[config.mk]
export PLATFORM = sky130hd
export DESIGN_NAME = fine_delay_tap_ctrl
export DESIGN_NICKNAME = d
export VERILOG_FILES = /design/src/rtl/fine_delay_tap_ctrl.sv
export SDC_FILE = /design/constraint.sdc
export NUM_CORES = 1
export LEC_CHECK = 0
export BUFFER_PORTS_ARGS = -buffer_cell sky130_fd_sc_hd__buf_2
export CORE_MARGIN = 1.5
export CORE_UTILIZATION = 50
export DETAILED_ROUTE_END_ITERATION = 10
export GPL_ROUTABILITY_DRIVEN = 0
export PLACE_DENSITY = 0.71
export SLEW_MARGIN = 40
export SYNTH_ARGS = -nofsm -noshare
export SYNTH_HDL_FRONTEND = slang
export SYNTH_SLANG_ARGS = --single-unit
[constraint.sdc]
create_clock -name m_clk -period 3.9 [get_ports m_clk]
set_input_delay 0.195 -clock m_clk [delete_from_list [all_inputs] [get_ports m_clk]]
set_output_delay 0.195 -clock m_clk [all_outputs]
set_load 0.02 [all_outputs]
[src/rtl/fine_delay_tap_ctrl.sv]
// Tap controller for an IODELAY2 fine-delay element.
// On reset it calibrates and then resets the tap. In IDLE it accepts a target
// tap, or a recalibration request. A move to a target is made one tap at a time,
// and every IODELAY2 command waits for BUSY to clear. If BUSY stays high too long,
// the controller locks into ERR until the next reset.
module fine_delay_tap_ctrl #(
    parameter int unsigned TAP_W   = 8,
    parameter int unsigned MAX_TAP = 255,
    parameter int unsigned TIMEOUT = 64
) (
    input  logic             m_clk,
    input  logic             rst,
    input  logic             load,
    input  logic [TAP_W-1:0] target_tap,
    input  logic             recal,
    input  logic             iod_busy,
    output logic             iod_cal,
    output logic             iod_rst,
    output logic             iod_ce,
    output logic             iod_inc,
    output logic [TAP_W-1:0] cur_tap,
    output logic             ready,
    output logic             done,
    output logic             err
);

    localparam int unsigned      CNT_W     = $clog2(TIMEOUT + 1);
    localparam logic [TAP_W-1:0] MAX_TAP_V = TAP_W'(MAX_TAP);
    localparam logic [CNT_W-1:0] TMO_V     = CNT_W'(TIMEOUT);

    typedef enum logic [2:0] {
        CAL, CAL_WAIT, TRST, TRST_WAIT, IDLE, STEP, STEP_WAIT, ERR
    } state_t;

    state_t           state, next_state;
    logic [CNT_W-1:0] wait_cnt, wait_cnt_d;
    logic [TAP_W-1:0] tgt, tgt_d, tap_d, load_tgt;
    logic             cal_d, trst_d, ce_d, inc_d, ready_d, done_d, err_d;
    logic             in_wait, guard, wait_exit, wait_tmo;

    // Wait-state qualifiers. The first wait cycle is a guard cycle, so BUSY is
    // only trusted after the primitive has had a cycle to raise it.
    always_comb begin
        in_wait   = (state == CAL_WAIT) || (state == TRST_WAIT) || (state == STEP_WAIT);
        guard     = (wait_cnt == '0);
        wait_exit = in_wait && !guard && !iod_busy;
        wait_tmo  = in_wait && !guard && iod_busy && (wait_cnt >= TMO_V);
        load_tgt  = (target_tap > MAX_TAP_V) ? MAX_TAP_V : target_tap;
    end

    // State register.
    always_ff @(posedge m_clk) begin
        if (rst) state <= CAL;
        else     state <= next_state;
    end

    // Next-state logic.
    always_comb begin
        next_state = state;
        unique case (state)
            CAL:       next_state = CAL_WAIT;
            CAL_WAIT:  if (wait_tmo) next_state = ERR; else if (wait_exit) next_state = TRST;
            TRST:      next_state = TRST_WAIT;
            TRST_WAIT: if (wait_tmo) next_state = ERR; else if (wait_exit) next_state = IDLE;
            IDLE: begin
                if (recal)                             next_state = CAL;
                else if (load && (load_tgt != cur_tap)) next_state = STEP;
            end
            STEP:      next_state = STEP_WAIT;
            STEP_WAIT: begin
                if (wait_tmo)       next_state = ERR;
                else if (wait_exit) next_state = (cur_tap == tgt) ? IDLE : STEP;
            end
            ERR:       next_state = ERR;
            default:   next_state = CAL;
        endcase
    end

    // Next values of the registered outputs and datapath. Each command pulse is
    // decoded from the current state, so it appears in the cycle after the state.
    // The tap moves on the same edge that raises CE.
    always_comb begin
        cal_d      = (state == CAL);
        trst_d     = (state == TRST);
        ce_d       = (state == STEP);
        inc_d      = iod_inc;
        tap_d      = cur_tap;
        tgt_d      = tgt;
        ready_d    = (next_state == IDLE);
        err_d      = err || (next_state == ERR);
        done_d     = 1'b0;
        wait_cnt_d = (in_wait && (next_state == state)) ? wait_cnt + 1'b1 : '0;
        if (state == STEP) begin
            inc_d = (tgt > cur_tap);
            if (tgt > cur_tap)      tap_d = cur_tap + 1'b1;
            else if (tgt < cur_tap) tap_d = cur_tap - 1'b1;
        end
        if ((state == TRST_WAIT) && (next_state == IDLE)) tap_d = '0;
        if ((state == STEP_WAIT) && (next_state == IDLE)) done_d = 1'b1;
        if ((state == IDLE) && !recal && load) begin
            tgt_d = load_tgt;
            if (load_tgt == cur_tap) done_d = 1'b1;
        end
    end

    // Output and datapath registers.
    always_ff @(posedge m_clk) begin
        if (rst) begin
            iod_cal  <= 1'b0;
            iod_rst  <= 1'b0;
            iod_ce   <= 1'b0;
            iod_inc  <= 1'b0;
            cur_tap  <= '0;
            tgt      <= '0;
            ready    <= 1'b0;
            done     <= 1'b0;
            err      <= 1'b0;
            wait_cnt <= '0;
        end else begin
            iod_cal  <= cal_d;
            iod_rst  <= trst_d;
            iod_ce   <= ce_d;
            iod_inc  <= inc_d;
            cur_tap  <= tap_d;
            tgt      <= tgt_d;
            ready    <= ready_d;
            done     <= done_d;
            err      <= err_d;
            wait_cnt <= wait_cnt_d;
        end
    end

endmodule

# After elaboration in Yosys (flattened, before gate mapping)
# Index checks and enable logic that the tools add are counted.
# W data, S select, Z words.
[classes] n_addsub=3 magnitude_cmp=4 n_eq_ne=13 n_mux=16 n_bitwise=1 n_reduce_logical=22
[op_table] operator="$mux W3" count=8
[op_table] operator="$mux W8" count=3
[op_table] operator="$pmux W3 S8" count=1
[op_table] operator="$eq A3 B3 Y1 const B" count=6
[op_table] operator="$eq A8 B8 Y1" count=2
[op_table] operator="$logic_and A1 B1 Y1" count=10
[op_table] operator="$add A8 B1 Y8 const B" count=1
[op_table] operator="$gt A8 B8 Y1" count=1
[op_table] operator="$gt A8 B8 Y1 const B" count=1
[op_table] operator="$lt A8 B8 Y1" count=1
[op_table] operator="$ne A8 B8 Y1" count=1
[op_table] operator="$sub A8 B1 Y8 const B" count=1
[op_table] operator="$add A7 B1 Y7 const B" count=1
[op_table] operator="$ge A7 B7 Y1 const B" count=1
[op_table] operator="$logic_not A7 Y1" count=1
[op_table] operator="$eq A3 B2 Y1 const B" count=2
[op_table] operator="$mux W1" count=4
[op_table] operator="$reduce_or A2 Y1" count=2
[op_table] operator="$eq A3 B1 Y1 const B" count=1
[op_table] operator="$eq A3 B3 Y1" count=1
[op_table] operator="$logic_not A1 Y1" count=3
[op_table] operator="$logic_not A3 Y1" count=1
[op_table] operator="$logic_or A1 B1 Y1" count=3
[op_table] operator="$reduce_and A2 Y1" count=1
[op_table] operator="2 further kinds" count=2
[word_totals] regBits=33 input_bits=13 out_inout_bits=15

# Logic depth before layout (Yosys ltp)
[logic_depth] word_depth=13 depth_mapped=13 mapped_depth_nobuf=13

# Least setup slack after synthesis
# OpenSTA, ideal clock, no wires.
[synth_path] path_kind="register -> register" from="reg cur_tap[3]" to="reg cur_tap[7]" setup_time_ns=0.123 t_arrival_ns=3.224 path_slack_ns=0.552 path_stages_with_launch=14 path_buffers=0 cell_sequence="dfxtp_1 -> inv_1 -> ha_1 -> a211oi_2 -> o21ai_1 -> o31ai_2 -> or2_1 -> ha_1 -> a21oi_1 -> o211ai_1 -> o41ai_1 -> nand4_1 -> o31ai_1 -> mux2_1"
[synth_between] elab_chain_len=8 elab_cells_between_ends=20 cone_classes="add/sub (2); order compare (2); eq/ne (3); mux (8); reduce/logical (5)"
[synth_lines] element="start: declaration" line_no="21" source="output logic [TAP_W-1:0] cur_tap,"
[synth_lines] element="start signal: assignment" line_no="124" source="cur_tap <= tap_d;"
[synth_lines] element="$eq A8 B8 Y1 or $ne A8 B8 Y1 (tied branches)" line_no="72, 67"
[synth_lines] element="$mux W1 or $logic_and A1 B1 Y1 (tied branches)" line_no="72, 67"
[synth_lines] element="$mux W3, on equally long branches" line_no="72, 67"
[synth_lines] element="$mux W3, on equally long branches" line_no="71, 66"
[synth_lines] element="$pmux W3 S8" line_no="60" source="unique case (state)"
[synth_lines] element="$eq A3 B3 Y1" line_no="98" source="if ((state == TRST_WAIT) && (next_state == IDLE)) tap_d = '0;"
[synth_lines] element="$logic_and A1 B1 Y1" line_no="98"
[synth_lines] element="$reduce_or A2 Y1 (no source line)"
# Several ways; a longest one is shown, not always the timed one. The select of a mux whose other input is x is not followed.
# A chain may end at the register's enable or synchronous reset.

# Worst setup path after layout
# Same ends and word-level chain as after synthesis.

==> impl_metrics.yaml <==
floorplanning:
  core_area_mm2: 0.00366
  pin_count: 28
  die_h_um: 64.7
  rows: 22
  start_util_pct: 52.0
  die_w_um: 64.7
  die-area_mm2: 0.00419
sta:
  fin_worst_skew_ps: 10.0
  fin_tns_setup_ps: 0
  fin_crit_ps: 3560
  worst_pin_slew_ps: 574
  slew_headroom_pct: 61.7
  setup_viol: 0
  maxSlewViolCount: 0
  clock.fmax_mhz: 281
  hold_violations: 0
  min_period_over_period_pct: 91.2
  rsz0062_at_grt: "false"
clocking:
  cts_buffers: 5
  cts_resized: 0
  clkLatencyLatePin_ps: 290
  cts_tree: "built"
  root_buffer: "clkbuf_8"
  numClockSinks: 33
  cts_hold_buf: 0
  cts_setup_buffers: 0
  clockBufferDepth: 2
  clk_pin_slew_ps: 70
  cts-htree-levels: 2
synth:
  synth_flop_cell: "dfxtp_1"
  seq_area_frac_synth_pct: 34.7
  yosys-top-cells-area: "dfxtp_1 (35%), ha_1 (11%), mux2i_1 (7.4%)"
  yosysTopAreaCell: "dfxtp_1"
  yosys_warnings: 0
  async_reset_ff_share_pct: 0
  synth-seq-cells: 33
  synth_area_mm2: 0.00190
  syn_avg_cell_area_um2: 9.02
  synthDistinctLibCells: 42
  synthCells: 211
  synth_most_common_cell: "nor2_1"
  synthTopCellsByCount: "nor2_1 (36), dfxtp_1 (33), inv_1 (17), ha_1 (16), mux2i_1 (14)"
  synth_enable_flop_cells: 0
  synth_fp_nets: 241
  synth_top_area_share_pct: 34.7
hold_path:
  hold_path_class: "input port to register"
  min_from: "target_tap[6]"
drt:
  postRouteAntennaNets: 0
  via_count: 1514
  drc_errors: 0
  wirelength_um: 3710
  first_pass_iters: 4
  drt-initial-drc-count: 50
  vias_per_cell: 5.18
  avgRoutedWirePerCell_um: 12.7
setup_path:
  crit_type: "register to register"
  r2r-start: "cur_tap[3]"
  cp-startpoint: "cur_tap[3]"
  start_kind: "register"
  arrival_ps: 3730
  critical_path.max_fanout: 8
  critPathCaptureType: "register"
  critical_path_required_ps: 4080
pwr:
  power_uw: 633
  pwr_density_cell_mw_per_mm2: 289
  ir_worst_vdd_v: 0.000189
  p_leak_nw: 0.950
grt:
  grt_pass1_wl_um: 6560
  antenna_found_initial: 0
  grt_pass1_vias: 1453
  grt.total_usage_pct: 20.5
  grt_overflow: 0
  grt_max_degree: 20
final_layout:
  regArea_um2: 661
  syn2layout_area_growth_pct: 15.0
  fill_cells: 344
  final_core_util_pct: 59.8
  antennaDiodeCount: 0
  drive_gt1_share_pct: 18.9
  multi_input_area_mm2: 0.00116
  final_nets: 273
job:
  cap_violations: 0
status:
  status: "complete, no violations"
placed_design:
  io_buffers: 27
  hpwl_um: 2890
## per-layer routing
| layer | share of wire (%) | vias to the layer above | GRT usage, % |
|---|---|---|---|
| met4 | 1.4 | 0 | 7.98 |
| met2 | 48 | 30 | 34.9 |
| met5 | 0 | - | 0 |
| met3 | 3.6 | 7 | 5.38 |
| met1 | 47 | 685 | 24.6 |
| li1 | - | 792 | - |
## path summary, 6_finish.rpt
kind | endpoint | cells after the start | slack, ps
min reg2reg | err | 2 | 460
max | cur_tap[7] | 13 | 340
max reg2reg | cur_tap[7] | 13 | 340
min | tgt[6] | 3 | 180
## critical path: stages, from the launching register on
cell	delay, ps
dfxtp_1	410
inv_1	70
ha_1	350
a211oi_2	190
o21ai_1	110
o31ai_2	360
or2_1	340
ha_1	300
a21oi_1	200
o211ai_1	140
o41ai_1	390
nand4_1	150
o31ai_1	110
mux2_1	340
## placed cells by master, fill, tap and decap left out, types with 5 or more instances in the layout
cell type,instances
xnor2_1,6
mux2i_1,14
nand2_1,6
ha_1,16
o21ai_0,7
clkbuf_8,5
buf_2,27
dfxtp_1,33
inv_1,17
nor2_1,36
nand3_1,5
xor2_1,13
a21oi_1,6
## kinds of logic (layout without fill, tap and decap cells)
group / count (synthesis) / after routing / share of synthesized area [%]
adder cells (fa/ha/maj): 17 / 17 / 11.6
multiplexers: 15 / 15 / 7.96
AND/OR/NAND/NOR: 72 / 72 / 19.4
flip-flops: 33 / 33 / 34.7
XOR/XNOR: 19 / 19 / 8.74
buffers and inverters: 22 / 55 / 4.47
AO/OA/AOI/OAI: 33 / 33 / 13.1
## state kept, by name, summed over array words and instances, names as in the netlist
| signal | cells |
|---|---|
| state | 3 |
| err | 1 |
| ready | 1 |
| iod_inc | 1 |
| tgt | 8 |
| cur_tap | 8 |
| iod_rst | 1 |
| wait_cnt | 7 |
| done | 1 |
| iod_cal | 1 |
| iod_ce | 1 |
## through the flow
step | cells | hold slack (ps) | setup WS (ps) | instance area, um^2
final | 292 | 179 | 345 | 2190
after global placement | 284 | 447 | 483 | 2110
after CTS | 292 | 177 | 328 | 2190
after floorplan | 211 | 342 | 552 | 1900
after global routing | 292 | 189 | 84.9 | 2190
after detailed placement | 284 | 444 | 369 | 2110
## power breakdown
group	switching, mW	internal [mW]	leakage (nW)
Sequential	0.00510	0.341	0.267
Combinational	0.0244	0.0172	0.638
Clock	0.122	0.124	0.0450
## final cells by class
| class | count | area share [%] |
|---|---|---|
| repair buffers | 30 | 7.20 |
| well taps | 48 | 2.74 |
| clock inverters | 2 | 0.457 |
| inverters | 17 | 2.92 |
| clock buffers | 6 | 3.32 |
| flip-flops and latches | 33 | 30.2 |
| multi-input cells | 156 | 53.2 |
(Power assumes the default switching activity.)
